$ cat config.mk
export PLATFORM = sky130hd
export DESIGN_NAME = enigma_session_ctrl
export DESIGN_NICKNAME = d
export VERILOG_FILES = /design/src/rtl/enigma_session_ctrl.sv
export SDC_FILE = /design/constraint.sdc
export NUM_CORES = 1
export LEC_CHECK = 0
export ABC_AREA = 1
export CORE_MARGIN = 1.5
export CORE_UTILIZATION = 46
export DETAILED_ROUTE_END_ITERATION = 6
export GPL_TIMING_DRIVEN = 0
export HOLD_SLACK_MARGIN = 0.15
export MAX_ROUTING_LAYER = met4
export PLACE_DENSITY = 0.85
export SYNTH_ARGS = -nofsm -noshare
export SYNTH_HDL_FRONTEND = slang
export SYNTH_SLANG_ARGS = --single-unit
$ cat constraint.sdc
create_clock -name clk_i -period 3.2 [get_ports clk_i]
set_input_delay 0.64 -clock clk_i [delete_from_list [all_inputs] [get_ports clk_i]]
set_output_delay 0.64 -clock clk_i [all_outputs]
set_load 0.01 [all_outputs]
$ cat src/rtl/enigma_session_ctrl.sv
// Two-channel message scheduler for a shared three-rotor Enigma core.
// Re-keys the rotors per message, streams symbols in, drains returns out.
module enigma_session_ctrl #(
  parameter int LATENCY = 6,
  parameter int CNT_W   = 8
) (
  input  logic             clk_i,
  input  logic             rst_i,
  input  logic [1:0]       req_i,
  input  logic [1:0]       sym_val_i,
  input  logic [1:0][6:0]  sym_i,
  input  logic [1:0]       last_i,
  output logic [1:0]       sym_rdy_o,
  output logic [1:0]       grant_o,
  output logic             busy_o,
  output logic             err_o,
  output logic [CNT_W-1:0] sym_cnt_o,
  output logic             core_rrs_rst_o,
  output logic             core_en_val_o,
  output logic [6:0]       core_symb_o,
  input  logic             core_val_i,
  input  logic [6:0]       core_symb_i,
  output logic [1:0]       out_val_o,
  output logic [6:0]       out_symb_o
);

  localparam int OW = $clog2(LATENCY + 2);

  typedef enum logic [1:0] {
    IDLE,
    ROTRST,
    STREAM,
    DRAIN
  } state_t;

  state_t        state;
  logic          rr;
  logic [OW-1:0] outs;
  logic [OW-1:0] outs_nxt;
  logic          g;
  logic [6:0]    sym_g;
  logic          hs;
  logic          sym_ok;
  logic          fwd;
  logic          ret;
  logic          pick;

  assign g         = grant_o[1];
  assign sym_g     = sym_i[g];
  assign sym_rdy_o = (state == STREAM) ? grant_o : 2'b00;
  assign busy_o    = (state != IDLE);
  assign hs        = |(sym_val_i & sym_rdy_o);
  assign sym_ok    = (sym_g >= 7'd1) && (sym_g <= 7'd26);
  assign fwd       = hs & sym_ok;
  // returns with nothing in flight are strays and are ignored
  assign ret       = core_val_i & (outs != '0);
  assign outs_nxt  = outs + OW'(fwd) - OW'(ret);
  assign pick      = (&req_i) ? rr : req_i[1];

  always_ff @(posedge clk_i or negedge rst_i) begin
    if (!rst_i) begin
      state          <= IDLE;
      rr             <= 1'b0;
      outs           <= '0;
      grant_o        <= 2'b00;
      err_o          <= 1'b0;
      sym_cnt_o      <= '0;
      core_rrs_rst_o <= 1'b1;
      core_en_val_o  <= 1'b0;
      core_symb_o    <= '0;
      out_val_o      <= 2'b00;
      out_symb_o     <= '0;
    end else begin
      core_rrs_rst_o <= 1'b1;
      core_en_val_o  <= fwd;
      err_o          <= hs & ~sym_ok;
      outs           <= outs_nxt;
      out_val_o      <= ret ? grant_o : 2'b00;
      out_symb_o     <= core_symb_i;
      if (fwd) begin
        core_symb_o <= sym_g;
      end
      if (fwd && (sym_cnt_o != '1)) begin
        sym_cnt_o <= sym_cnt_o + CNT_W'(1);
      end
      unique case (state)
        IDLE: begin
          if (|req_i) begin
            grant_o        <= pick ? 2'b10 : 2'b01;
            rr             <= ~pick;
            core_rrs_rst_o <= 1'b0;
            sym_cnt_o      <= '0;
            state          <= ROTRST;
          end
        end
        ROTRST: begin
          state <= STREAM;
        end
        STREAM: begin
          if (hs && last_i[g]) begin
            state <= DRAIN;
          end
        end
        DRAIN: begin
          // last return lands this cycle: go idle together with it
          if ((outs_nxt == '0) && !core_en_val_o) begin
            state   <= IDLE;
            grant_o <= 2'b00;
          end
        end
        default: begin
          state <= IDLE;
        end
      endcase
    end
  end

endmodule

### Yosys cells after proc, flatten, opt, wreduce, memory -nomap -nowiden

Index checks and enable logic that the tools add are counted.
W data, S select, Z words.

* bits in registers: 35
* input port bits: 30
* output and inout bits: 32
* word-level logic and storage cells: 65

* add/subtract/negate cells: 3
* magnitude comparators: 3
* eq/ne operators: 7
* mux-type cells: 19
* bitwise operators: 6
* reductions and logical operators: 16

Operator list (number)
* $mux W8: 3
* $mux W2: 7
* $mux W7: 2
* $add A8 B1 Y8 const B: 1
* $ne A8 B8 Y1 const B: 1
* $pmux W2 S4: 1
* $ge A7 B1 Y1 const B: 1
* $le A7 B5 Y1 const B: 1
* $reduce_and A3 Y1: 2
* $mux W1: 5
* $eq A2 B2 Y1 const B: 2
* $logic_and A1 B1 Y1: 4
* $ne A2 B2 Y1 const B: 2
* $pmux W2 S2: 1
* $reduce_and A2 Y1: 2
* $reduce_bool A2 Y1: 2
* $reduce_or A2 Y1: 2
* $add A3 B1 Y3: 1
* $and A1 B1 Y1: 3
* $logic_not A3 Y1: 1
* $reduce_bool A3 Y1: 1
* $sub A3 B1 Y3: 1
* $and A2 B2 Y2: 1
* $eq A2 B1 Y1 const B: 1
* other kinds (5): 6

### Logic depth before layout (Yosys ltp)

Gate-level depths: netlist of run 1.

* depth after elaboration: 11
* depth in mapped cells: 21
* depth with buffers taken out: 18

### Worst setup path after synthesis of run 1

Ideal clock, no wire load.

* path type: input-to-reg
* start point: input port sym_i[7] (netlist name)
* end point: register grant_o[0]
* setup time: 0.126 ns
* data arrival time: 2.834 ns
* slack: 0.240 ns
* stages on the path: 19
* path through: inv_1 > nand2_1 > nand2_1 > nand2_1 > nand3_2 > inv_1 > nor2_2 > nand2_2 > buf_6 > ha_1 > inv_1 > ha_1 > fa_1 > nor3_1 > nand2_1 > nand2_1 > nand3_1 > nand2_1 > o21ai_0

* longest elaborated chain between the ends: 11

Ends and longest elaborated chain
* start, declared: RTL line 11 `input logic [1:0][6:0] sym_i,`
* $mux W7 (implied by the code) * (2 in series): RTL line 49 `assign sym_g = sym_i[g];`
* $ge A7 B1 Y1 / $le A7 B5 Y1 (equally long branches): RTL line 53 `assign sym_ok = (sym_g >= 7'd1) && (sym_g <= 7'd26);`
* $logic_and A1 B1 Y1 *: RTL line 53
* $and A1 B1 Y1 *: RTL line 54 `assign fwd = hs & sym_ok;`
* $add A3 B1 Y3 *: RTL line 57 `assign outs_nxt = outs + OW'(fwd) - OW'(ret);`
* $sub A3 B1 Y3 *: RTL line 57
* net outs_nxt[1]: RTL line 39 `logic [OW-1:0] outs_nxt;`
* $logic_not A3 Y1 *: RTL line 106 `if ((outs_nxt == '0) && !core_en_val_o) begin`
* $logic_and A1 B1 Y1 *: RTL line 106
* $ne A2 B2 Y1 (no source line) *
* $reduce_and A3 Y1 (no source line) *
* end signal, assigned: RTL line 89 `grant_o <= pick ? 2'b10 : 2'b01;`
* end, declared: RTL line 14 `output logic [1:0] grant_o,`

The timed path passes the listed nets; every way through them passes the cells marked *. The select of a mux whose other input is x is not followed.
A chain may end at the register's enable or synchronous reset.

### Final worst setup path of run 1

* start point: input port sym_i[6] (netlist name)
* end point: register grant_o[0]

The elaborated chain is that of the path after synthesis.

==> flow_metrics.py, run 1 <==
metrics = {
    "sta": {
        "drv_slew": 0,
        "worst_clock_skew_ns": 0.007021,
        "fmax_mhz": 324.4,
        "setup_viol": 0,
        "fin_crit_ns": 3.082,
        "hold_viol": 0,
        "max-slew-margin-rel_pct": 49.09,
        "finalCritPeriodShare_pct": 96.32,
        "tightest_slew_ns": 0.7636,
    },
    "setup_path": {
        "endpoint_kind": "flip-flop",
        "cp_cell_sequence": "clkdlybuf4s50_1 -> nand2_1 -> nand4_1 -> inv_2 -> nand2_2 -> nor2_4 -> nand2_4 -> ha_4 -> inv_2 -> ha_2 -> fa_1 -> nor3_2 -> nand2_1 -> nand2_2 -> nand3_4 -> nand2_1 -> o21ai_1",
        "crit_path_max_incr_delay_ns": 0.48,
        "critPathTopFamily": "simple AND/OR/NAND/NOR gates",
        "crit_type": "primary input to flip-flop",
        "cp.buffers_inverters": 3,
        "crit_path_max_fanout": 4,
        "critPathLaunchType": "primary input",
        "cp_common_cell": "nand2_1",
        "critical_path_required_ns": 3.38,
        "crit_slowest_cell": "fa_1",
        "arrival_ns": 3.27,
    },
    "clocking": {
        "clock_sinks": 35,
        "cts.clk_slew.worst_paths_ns": 0.08,
        "max-clock-path-buffers": 2,
        "numCtsBuffers": 5,
        "cts_tree": "built",
        "insertion_delay_ns": 0.29,
        "h-tree-depth": 2,
        "root_buffer": "clkbuf_8",
    },
    "grt": {
        "grt_pass1_vias": 1625,
        "grt-ovfl-total": 0,
        "grt_max_degree": 36,
        "antenna_found_initial": 0,
        "grt_usage_pct": 21.35,
        "grt_pass1_wl_um": 7051,
    },
    "placed_design": {
        "dpl_cell_area_sq_um": 2594,
        "place_congestion": 0.7710,
        "port_buffers": 61,
        "dp_hpwl_um": 3088,
    },
    "drt": {
        "post_drt_wl_per_cell_um": 12.16,
        "drt_iter0_drc": 100,
        "drt_wl_total_um": 4428,
        "drt_pass1_iterations": 4,
        "antenna_left": 0,
        "vias_per_cell": 4.684,
        "drc": 0,
        "num_vias": 1705,
    },
    "synthesis": {
        "syn_area_per_cell_sq_um": 8.159,
        "yosys_warnings": 0,
        "yosysSeqAreaShare_pct": 45.55,
        "netlist_instances": 236,
        "async_flop_share_pct": 100.0,
        "synth_seq_cells": 35,
        "synth_ff_type": "dfrtp_1",
        "synth_nets": 274,
        "yosysUniqueCellTypes": 29,
        "syn_area_sq_um": 1926,
        "synth_edf_count": 0,
    },
    "hold_path": {
        "hold_path.class": "primary input to async pin",
    },
    "die": {
        "num_io_pins": 62,
        "fp.dieH_um": 67.70,
        "die_x_um": 67.70,
        "dieArea_sq_um": 4583,
        "core_sq_um": 4000,
        "start_util_pct": 48.14,
        "rows": 23,
    },
    "cells_and_area": {
        "areaGrowthSynthToFinish_pct": 49.90,
        "fin_util_pct": 72.16,
        "insertedDiodeCount": 0,
        "finish.instance_area_sq_um": 2887,
        "fin_nets": 351,
        "drive_gt1_share_pct": 20.70,
    },
    "job": {
        "maxCapViolCount": 0,
    },
    "outcome": {
        "status": "finished clean",
    },
    "pwr": {
        "powerDensity_nw_per_um2": 800.7,
        "vdd.ir_drop.worst_v": 0.0004301,
        "power_mw": 2.311,
        "leakagePower_nw": 1.532,
    },
}
## layout make-up
class                   count  area [sq um]
inverters                  45         173.9
multi-input cells         152         913.4
plain buffers               3         42.54
clock buffers               5         68.82
repair buffers             71         704.4
flip-flops and latches     35         877.1
clock inverters             3         43.79
well taps                  50         62.56
fillers                   307          1114
## cell usage after synthesis (2+ instances only)
| library cell | number | share of area [%] |
|---|---|---|
| nand3_2 | 2 | 1.0 |
| nor2_2 | 2 | 0.65 |
| dfrtp_1 | 34 | 44 |
| nand2_1 | 67 | 13 |
| ha_1 | 7 | 4.5 |
| buf_6 | 3 | 1.8 |
| xor2_1 | 3 | 1.4 |
| nor2_1 | 24 | 4.7 |
| inv_1 | 43 | 8.4 |
| o21ai_2 | 3 | 1.4 |
| nand4_1 | 3 | 0.97 |
| nand2_2 | 8 | 2.6 |
| o21ai_1 | 2 | 0.52 |
| nand3_1 | 9 | 2.3 |
| xnor2_1 | 2 | 0.91 |
| o21ai_0 | 8 | 2.1 |
| nor3_1 | 3 | 0.78 |
| nor2_4 | 2 | 1.2 |
## cell families (layout without fill, tap and decap cells)
| group | after synthesis | in the layout | synth area share [%] |
|---|---|---|---|
| AO/OA/AOI/OAI | 16 | 16 | 5.459 |
| XOR/XNOR | 5 | 5 | 2.275 |
| adder cells (fa/ha/maj) | 8 | 8 | 5.588 |
| buffers and inverters | 49 | 127 | 11.83 |
| flip-flops | 35 | 35 | 45.55 |
| AND/OR/NAND/NOR | 123 | 123 | 29.30 |
## sequential cells by signal, summed over array words and instances (netlist names)
register,count
sym_cnt_o,8
core_symb_o,7
out_symb_o,7
outs,3
grant_o,2
out_val_o,2
state,2
core_en_val_o,1
core_rrs_rst_o,1
err_o,1
rr,1
## worst paths after layout
check                                           start                    endpoint  slack [ns]  cells past startpoint
setup reg to reg               grant_o[1]$_DFFE_PN0P_      grant_o[0]$_DFFE_PN0P_        0.18                     19
min in group clk_i         core_symb_o[4]$_DFFE_PN0P_  core_symb_o[4]$_DFFE_PN0P_        0.48                      2
setup / recovery                             sym_i[6]      grant_o[0]$_DFFE_PN0P_        0.12                     17
hold reg to reg            core_symb_o[4]$_DFFE_PN0P_  core_symb_o[4]$_DFFE_PN0P_        0.48                      2
max in group asynchronous                       rst_i  core_symb_o[4]$_DFFE_PN0P_        2.29                      1
hold / removal                                  rst_i        state[1]$_DFFE_PN0P_        0.42                      1
## per-stage QoR
step	setup slack [ns]	std cells	hold slack [ns]	setup TNS (ns)
floorplan	0.2404	236	0.3444	0
global placement	-0.4528	347	0.4658	-1.751
detailed placement	-0.5483	347	0.4709	-2.163
CTS	0.01275	359	0.4428	0
global route	-0.06259	364	0.4818	-0.1638
finish	0.1176	364	0.4167	0
## repair_timing
action	CTS	global route
hold buffers	0	0
setup endpoints to repair	4	4
setup buffers	4	6
pin swaps	11	18
gates resized for setup	15	25
## placed cells by master, fill, tap and decap left out, types with 3 or more instances in the layout
cell type	count
dfrtp_1	34
nand2_1	59
ha_1	5
buf_4	10
nor2_1	24
nand2_4	3
clkdlybuf4s50_1	49
nand2_2	14
o21ai_1	7
inv_2	5
nand3_2	3
o21ai_0	3
clkbuf_8	5
nor2_4	3
xor2_1	3
nand4_1	3
nand3_1	6
dlymetal6s2s_1	10
inv_1	39
o21ai_2	3
## power by group
part / total, mW / internal, mW / switching (mW)
Clock: 0.401 / 0.232 / 0.169
Sequential: 0.689 / 0.589 / 0.0998
Combinational: 1.22 / 0.585 / 0.636
## routing by layer
metal | vias up | wire length, um | global-route usage, %
met5 | - | 0 | -
met4 | 0 | 46 | 5.102
met3 | 6 | 176 | 6.167
met2 | 38 | 2341 | 36.40
met1 | 799 | 1864 | 24.74
li1 | 862 | - | -
No activity file was read; power rests on OpenSTA's default activity.
==> run 2, diff against run 1 <==
--- a/config.mk
+++ b/config.mk
@@ -13,6 +13,7 @@
 export HOLD_SLACK_MARGIN = 0.15
 export MAX_ROUTING_LAYER = met4
 export PLACE_DENSITY = 0.85
+export SKIP_LAST_GASP = 1
 export SYNTH_ARGS = -nofsm -noshare
 export SYNTH_HDL_FRONTEND = slang
 export SYNTH_SLANG_ARGS = --single-unit
==> results of run 2 <==
Same layout as run 1: the final DEF is identical, and so are final timing and power.
==> run 3, diff against run 2 <==
--- a/config.mk
+++ b/config.mk
@@ -7,12 +7,12 @@
 export LEC_CHECK = 0
 export ABC_AREA = 1
 export CORE_MARGIN = 1.5
-export CORE_UTILIZATION = 46
+export CORE_UTILIZATION = 31
 export DETAILED_ROUTE_END_ITERATION = 6
 export GPL_TIMING_DRIVEN = 0
 export HOLD_SLACK_MARGIN = 0.15
 export MAX_ROUTING_LAYER = met4
-export PLACE_DENSITY = 0.85
+export PLACE_DENSITY = 0.62
 export SKIP_LAST_GASP = 1
 export SYNTH_ARGS = -nofsm -noshare
 export SYNTH_HDL_FRONTEND = slang
==> flow_metrics.py, run 3 (same netlist as run 1, synthesis figures left out) <==
metrics = {
    "clocking": {
        "h-tree-depth": 2,
        "clock_sinks": 35,
        "insertion_delay_ns": 0.27,
        "cts_tree": "built",
        "hold_buffers": 0,
        "numCtsBuffers": 5,
        "max-clock-path-buffers": 2,
        "root_buffer": "clkbuf_8",
        "cts.clk_slew.worst_paths_ns": 0.07,
    },
    "sta": {
        "fin_crit_ns": 3.074,
        "whs_ns": 0.4313,
        "finalCritPeriodShare_pct": 96.06,
        "hold_viol": 0,
        "fmax_mhz": 325.3,
        "finalSetupTns_ns": 0,
        "drv_slew": 0,
        "worst_clock_skew_ns": 0.007808,
        "setup_viol": 0,
        "tightest_slew_ns": 0.7604,
        "max-slew-margin-rel_pct": 49.31,
    },
    "die": {
        "core_sq_um": 5956,
        "dieArea_sq_um": 6694,
        "fp.dieH_um": 81.82,
        "start_util_pct": 32.33,
        "die_x_um": 81.82,
        "num_io_pins": 62,
        "rows": 28,
    },
    "setup_path": {
        "r2r-start": "grant_o[1]$_DFFE_PN0P_",
        "worstReg2RegEnd": "state[0]$_DFFE_PN0P_",
        "arrival_ns": 3.24,
        "cp_cell_sequence": "clkdlybuf4s50_1 -> inv_1 -> nand2_1 -> nand2_4 -> nor2_4 -> nand3_2 -> inv_1 -> nor2_2 -> nand2_2 -> ha_4 -> inv_1 -> ha_2 -> fa_2 -> nor3_2 -> nand2_2 -> nand2_4 -> nand3_4 -> nand2_2 -> o21ai_1",
        "critical_path_required_ns": 3.36,
        "critPathTopFamily": "simple AND/OR/NAND/NOR gates",
        "rrSetupSlack_ns": 0.25,
        "worst_r2r_path_depth": 19,
        "crit_slowest_cell": "fa_2",
        "critPathLaunchType": "primary input",
        "crit_type": "primary input to flip-flop",
        "cp.buffers_inverters": 4,
        "endpoint_kind": "flip-flop",
        "crit_path_max_fanout": 4,
        "crit_path_max_incr_delay_ns": 0.45,
    },
    "outcome": {
        "status": "finished clean",
    },
    "drt": {
        "antenna_left": 0,
        "drt_pass1_iterations": 4,
        "vias_per_cell": 4.251,
        "num_vias": 1662,
        "post_drt_wl_per_cell_um": 10.74,
        "drt_wl_total_um": 4201,
        "drt_iter0_drc": 73,
        "drc": 0,
    },
    "hold_path": {
        "hold_path.class": "primary input to async pin",
    },
    "cells_and_area": {
        "largest_reg_flops": 8,
        "final_common_cell": "nand2_1",
        "drive_gt1_share_pct": 19.30,
        "instances_no_fill": 391,
        "fill_cells": 606,
        "insertedDiodeCount": 0,
        "final_cell_mix": "nand2_1 (60), clkdlybuf4s50_1 (53), inv_1 (41), dfrtp_1 (34), nor2_1 (24)",
        "largest_registers": "sym_cnt_o: 8 flops, core_symb_o: 7 flops, out_symb_o: 7 flops",
        "largest-register": "sym_cnt_o",
        "areaGrowthSynthToFinish_pct": 49.77,
        "finish.instance_area_sq_um": 2884,
        "fin_nets": 353,
    },
    "grt": {
        "gr-usage-met1_pct": 15.51,
        "grt-ovfl-total": 0,
        "use_met3_pct": 4.000,
        "use_met2_pct": 25.90,
        "busiest_layer": "met2",
        "grt_pass1_vias": 1677,
        "grt_pass1_wl_um": 7210,
        "grt_usage_pct": 14.44,
        "grt_max_degree": 36,
        "antenna_found_initial": 0,
    },
    "pwr": {
        "leakagePower_nw": 1.488,
        "powerDensity_nw_per_um2": 760.4,
        "power_mw": 2.193,
        "vdd.ir_drop.worst_v": 0.0003517,
    },
    "placed_design": {
        "dp_hpwl_um": 3218,
        "port_buffers": 61,
        "dpl_cell_area_sq_um": 2625,
        "dp_cells": 372,
        "place_congestion": 0.7392,
    },
    "job": {
        "maxCapViolCount": 0,
    },
}
run 3: changes by cell type in the layout (fill, tap and decap cells not counted), sizes merged:
cell / change
clkdlybuf4s50: +4
buf: +2
dlygate4sd2: -1
dlymetal6s2s: -3
bufinv: -1
clkinv: -2
clkbuf: +3
run 3: metal layers:
layer | up-vias | share of wire [%]
met5 | - | 0
met4 | 0 | 0.88
met3 | 4 | 4.2
met2 | 31 | 52
met1 | 761 | 43
li1 | 866 | -
run 3: final cells by class:
class                           instances  area, sq um  area share, %
Multi-Input combinational cell        152        903.4          31.32
Buffer                                  3        42.54          1.475
Inverter                               45        173.9          6.030
Tap cell                               75        93.84          3.254
Clock buffer                            8        80.08          2.777
Sequential cell                        35        877.1          30.41
Timing Repair Buffer                   73        713.2          24.73
run 3: per-stage QoR:
stage | setup slack (ns) | utilization (%)
global route | -0.01615 | 48.42
global placement | -0.4873 | 44.16
floorplan | 0.2404 | -
finish | 0.1262 | 48.42
CTS | 0.002205 | 46.76
detailed placement | -0.5636 | 44.08
run 3: where the power goes:
part	internal (mW)	switching [mW]
Combinational	0.600	0.608
Sequential	0.589	0.101
Clock	0.154	0.140
run 3: repair_timing:
item,in CTS,in global routing
pin swaps,7,12
resized for setup,10,21
setup buffers,6,6
setup endpoints to repair,4,4
run 3: worst max-delay path by stage:
stage                    from                      to  slack (ns)  depth (start not counted)
finish              sym_i[10]    state[0]$_DFFE_PN0P_        0.13                         19
global route        sym_i[12]    state[0]$_DFFE_PN0P_       -0.02                         17
CTS                  sym_i[1]    state[1]$_DFFE_PN0P_       0.002                         19
detailed placement   sym_i[7]    state[0]$_DFFE_PN0P_       -0.56                         20
global placement     sym_i[7]    state[1]$_DFFE_PN0P_       -0.49                         20
floorplan            sym_i[7]  grant_o[0]$_DFFE_PN0P_        0.24                         19
==> RTL change 1: new RTL, flow settings as in run 3 <==
Encoding of `state_t`: now one-hot (4 bits for 4 states).
--- a/src/rtl/enigma_session_ctrl.sv
+++ b/src/rtl/enigma_session_ctrl.sv
@@ -26,11 +26,11 @@
 
   localparam int OW = $clog2(LATENCY + 2);
 
-  typedef enum logic [1:0] {
-    IDLE,
-    ROTRST,
-    STREAM,
-    DRAIN
+  typedef enum logic [3:0] {
+    IDLE   = 4'b0001,
+    ROTRST = 4'b0010,
+    STREAM = 4'b0100,
+    DRAIN  = 4'b1000
   } state_t;
 
   state_t        state;
Function: no difference found for any inputs over 10 cycles, from zero or initial values and one cycle with rst_i low; not proved beyond that.
==> RTL change 1 against run 3 <==
- worst setup slack worse by 12 ps
- sequential power up 1%
- power down 8.6%
- highest routed layer unchanged
- sequential cell count up 2
- synthesized area down 1.5%
- die area down 1.4%
- final area down 0.82%
- wire length down 0.79%
==> RTL change 1: results (changes against run 3) <==
[outcome]
status=finished clean

[layout]
drive_above_1_share_pct=24.24  ; +4.9 points
n_antenna_cell=0  ; unchanged
fill_cells=587  ; -3.1%
reg_top3=sym_cnt_o (8), core_symb_o (7), out_symb_o (7)
nets=330  ; -6.5%

[clocking]
cts_made_buffers=5  ; unchanged
clk_latency_ps=290  ; +20 ps
cts_root_buf=clkbuf_8
clock_path_buffers=2  ; unchanged
htree_levels=2  ; unchanged
clk_pin_slew_ps=80

[global_routing]
grt_pass1_wl_mm=6.672  ; -7.5%
antenna_found_initial=0  ; unchanged
grt_max_degree=38  ; +5.6%
grt_pass1_vias=1441  ; -14%
grt_usage_pct=13.84  ; -0.61 points

[place]
gp_congestion=0.7467  ; +1.0%
port_buffers=61  ; unchanged
pre_cts_slack_ps=-723.1  ; -159.5 ps
dp_cells=354  ; -4.8%
dp_hpwl_mm=2.929  ; -9.0%

[synthesis]
synth_cell_types=32  ; +10%
syn_nets=252  ; -8.0%
postSynthAreaPerCell_um2=8.701  ; +6.6%
ys_top_cells_by_area=dfrtp_1, nand2_1, inv_1
synth_common_cells=nand2_1, inv_1, dfrtp_1, nor2_1, nand2_2
yosysSeqAreaShare_pct=48.94  ; +3.4 points
yosys_warnings=0  ; unchanged

[route]
met3_length_um=265  ; +49%
viasPerCell=4.312  ; +1.4%
drt_iter0_drc=54  ; -26%
dr_wl_met2_mm=1.951  ; -10%
drc=0  ; unchanged
met1Wirelength_mm=1.884  ; +3.9%
wl_mm=4.168  ; -0.79%
ant_nets=0  ; unchanged
vias=1604  ; -3.5%

[pwr]
p_leak_nw=1.439  ; -3.3%
max-vdd-ir-drop_v=0.0002464  ; -30%
p_int_mw=1.264  ; -5.9%

[timing]
clock_skew_ps=7.694  ; -0.1139 ps
holdWs_ps=449.2  ; +17.87 ps
relSlewSlack_pct=44.66  ; -4.6 points

[worst_setup_path]
reg2reg_slack_ps=140  ; -110 ps
slowest_delay_ps=470  ; +20 ps
r2r-start=grant_o[1]
r2r-end=grant_o[1]
worstPathMaxFanout=3  ; -1
crit_family=simple AND/OR/NAND/NOR gates
slowest_stage=fa_1
rr_worst_depth=18  ; -1

[worst_hold_path]
hold_class=input pin to async pin

## RTL change 1: changes by cell type in the layout (fill, tap and decap cells not counted), sizes merged, moves of 3 or more
cell           before  now
nand2              76   61
clkdlybuf4s50      53   46
dlygate4sd2         0    6
ha                  7    3
inv                45   42
nand3              11    8
## RTL change 1: routing by layer
layer | track usage (%) | vias to the layer above
met1 | 17.70 | 727
met3 | 3.708 | 6
met5 | - | -
li1 | - | 820
met2 | 20.67 | 51
met4 | 5.690 | 0
## RTL change 1: timing repair
action                     4_1_cts  5_1_grt
gates cloned                     0        1
pin swaps                       19       23
resized for setup               18       19
setup endpoints to repair        4        3
buffers inserted                 5        5
## RTL change 1: area by class of cell
class	count	area (µm²)	area share [%]
Buffer	2	22.52	0.7874
Clock buffer	7	96.34	3.368
Clock inverter	1	5.005	0.1750
Inverter	43	173.9	6.081
Multi-Input combinational cell	135	844.6	29.53
Sequential cell	37	928.4	32.46
Tap cell	75	93.84	3.281
Timing Repair Buffer	72	695.7	24.32
## RTL change 1: logic make-up (layout without fill, tap and decap cells)
group                      Yosys count  after routing  share of synthesized area [%]
and+or+nand+nor                    106            106                          28.50
AOI/OAI and AO/OA                   19             19                          6.069
xor gates and xnor gates             6              6                          2.770
adders and majority gates            4              4                          3.035
DFF                                 37             37                          48.94
buffers and inverters               46            125                          10.69
## RTL change 1: per-stage QoR
step	instance area (µm²)	setup TNS (ps)
final	2860	0
after detailed placement	2596	-2616
after global routing	2860	-76.70
after global placement	2601	-2470
after floorplan	1897	0
after CTS	2754	0
## RTL change 1: how the worst max path moves through the flow
stage	start	to	slack, ps	cells past startpoint
after global routing	grant_o[1]	grant_o[1]	-50	18
after global placement	sym_i[7]	grant_o[0]	-690	19
after detailed placement	sym_i[0]	grant_o[0]	-720	19
after floorplan	sym_i[8]	grant_o[0]	4	18
final	sym_i[2]	grant_o[1]	110	18
after CTS	sym_i[10]	grant_o[0]	8	18
## RTL change 1: worst reg2reg max path: stages, from the launching register on
cell and delay [ps]:
dfrtp_1 400, buf_6 150, clkinv_8 70, nand2_2 50, nand2_2 80, nand2_2 70, nand3_2 90, nand2_2 70
nor2_4 110, nand2_4 70, ha_4 260, inv_2 30, ha_4 140, fa_1 470, or3_4 420, o21ai_4 190
o211ai_1 130, nand2_1 100, nand2_1 60
## RTL change 1: power by group through the flow
stage	Sequential (mW)	Combinational (mW)	Clock, mW
floorplan	0.733	0.446	0
global placement	0.699	0.804	0
detailed placement	0.704	0.813	0
CTS	0.696	0.875	0.375
global route	0.716	1.05	0.394
finish	0.698	0.948	0.359
==> RTL change 2: new RTL, config.mk and constraints of run 3 <==
Made on the original files. Set the parameter `CNT_W` to 12 (it was 8).
--- a/src/rtl/enigma_session_ctrl.sv
+++ b/src/rtl/enigma_session_ctrl.sv
@@ -2,7 +2,7 @@
 // Re-keys the rotors per message, streams symbols in, drains returns out.
 module enigma_session_ctrl #(
   parameter int LATENCY = 6,
-  parameter int CNT_W   = 8
+  parameter int CNT_W   = 12
 ) (
   input  logic             clk_i,
   input  logic             rst_i,
Interface: changed (resized sym_cnt_o); port bits go from 62 to 66. The function was not compared with the original's and may differ.
==> RTL change 2 against run 3 <==
- die area grew 13%
- clock skew shrank 3.1 ps
- wire length grew 29%
- final area grew 18%
- register-to-register slack lost 30 ps
- synthesized cell count grew 14%
- via count grew 19%
- non-clock buffer count grew 21
- sequential cell count grew 4
- sequential share of layout area shrank 1.6 points
- worst setup slack gained 17 ps
- synthesized area grew 14%
- power grew 14%
- hold slack lost 160 ps
- largest cell class unchanged
==> RTL change 2: results (changes against run 3) <==
[layout]
fin_cells=465  ; +19%
nNonClkInverters=49  ; +8.9%
clock_area_share_pct=2.950  ; +0.17 points
reg_top3=sym_cnt_o (12), core_symb_o (7), out_symb_o (7)
n_all_buffers=97  ; +28%
fill_cells=694  ; +15%
layout-area-overhead-vs-synth_pct=54.79
drive_above_1_share_pct=24.12  ; +4.8 points
seq_share_pct=28.80  ; -1.6 points
multi_input_area_um2=1070  ; +18%
layout.nonclk_buf_share_pct=27.77  ; +1.6 points
nets=406  ; +15%
multi_input_gates=176  ; +16%

[place]
gp_congestion=0.7717  ; +4.4%
dpl-instance-area_um2=2978  ; +13%
dp_cells=431  ; +16%
dp_hpwl_mm=3.734  ; +16%
pre_cts_slack_ps=-529.0  ; +34.63 ps
port_buffers=65  ; +6.6%

[outcome]
status=finished clean

[global_routing]
antenna_found_initial=0  ; unchanged
grt_pass1_wl_mm=9.011  ; +25%
grt_usage_pct=15.53  ; +1.1 points
grt_max_degree=25  ; -31%
grt_pass1_vias=2017  ; +20%

[synthesis]
synth_cell_types=30  ; +3.4%
yosysSeqAreaShare_pct=44.58  ; -0.97 points
synth_common_cells=nand2_1, inv_1, dfrtp_1, nor2_1, nand3_1
syn_nets=307  ; +12%
ys_top_cells_by_area=dfrtp_1, nand2_1, inv_1
synth_flop_cell=dfrtp_1
synthCells=269  ; +14%

[pwr]
p_leak_nw=1.683  ; +13%
max-vdd-ir-drop_v=0.0002884  ; -18%

[clocking]
cts_num_sinks=39  ; +11%
cts_root_buf=clkbuf_8
clk_latency_ps=290  ; +20 ps
clock_path_buffers=2  ; unchanged

[timing]
clock_skew_ps=4.723  ; -3.085 ps
relSlewSlack_pct=63.54  ; +14 points

[route]
wl_mm=5.434  ; +29%
drt_iter0_drc=62  ; -15%
viasPerCell=4.262  ; +0.28%

[worst_setup_path]
arrival_ps=3240  ; about the same

[RTL change 2: worst max-delay path, stage by stage]
cell	delay [ps]
clkdlybuf4s50_1	450
inv_1	40
nand2_2	60
nand2_4	60
nand2_1	90
nor2_2	50
nor2_2	130
nand2_2	80
buf_6	140
ha_4	200
inv_2	60
ha_4	120
inv_2	30
fa_1	480
inv_1	60
nor3_2	90
nand2_1	90
nand2_2	90
nand3_2	110
nand2_1	110
o21ai_2	60
[RTL change 2: per-layer routing]
layer,track usage (%),share of wire (%),vias up
met5,-,0,-
met2,25.23,47,53
met1,19.19,46,910
li1,-,-,1010
met3,3.033,5.1,9
met4,5.772,2.3,0
[RTL change 2: path summary, 6_finish.rpt]
check | start | endpoint | slack, ps | cells past startpoint
max | sym_i[0] | state[1] | 140 | 21
min | rst_i | core_symb_o[4] | 270 | 1
max reg2reg | grant_o[1] | state[1] | 220 | 22
min reg2reg | core_symb_o[2] | core_symb_o[2] | 490 | 2
max in group asynchronous | rst_i | core_rrs_rst_o | 2400 | 2
min in group clk_i | core_symb_o[2] | core_symb_o[2] | 490 | 2
[RTL change 2: repair_timing]
item | CTS | global route
cloned | 0 | 1
pin swaps | 16 | 14
setup buffers | 23 | 3
gates resized for setup | 19 | 15
endpoints found under the setup margin | 4 | 17
[RTL change 2: cells by family (layout without fill, tap and decap cells)]
kind of cell             Yosys count  count (layout)  share of synthesized area, %
XOR/XNOR                           9               9                         3.596
flip-flops                        39              39                         44.58
buffers and inverters             54             154                         10.96
AO/OA/AOI/OAI                     15              15                         4.623
adder cells (fa/ha/maj)            8               8                         4.909
AND/OR/NAND/NOR                  144             144                         31.34
[RTL change 2: power by group]
group,internal [mW],switching (mW)
registers,0.654,0.131
clock network,0.197,0.165
logic,0.684,0.659
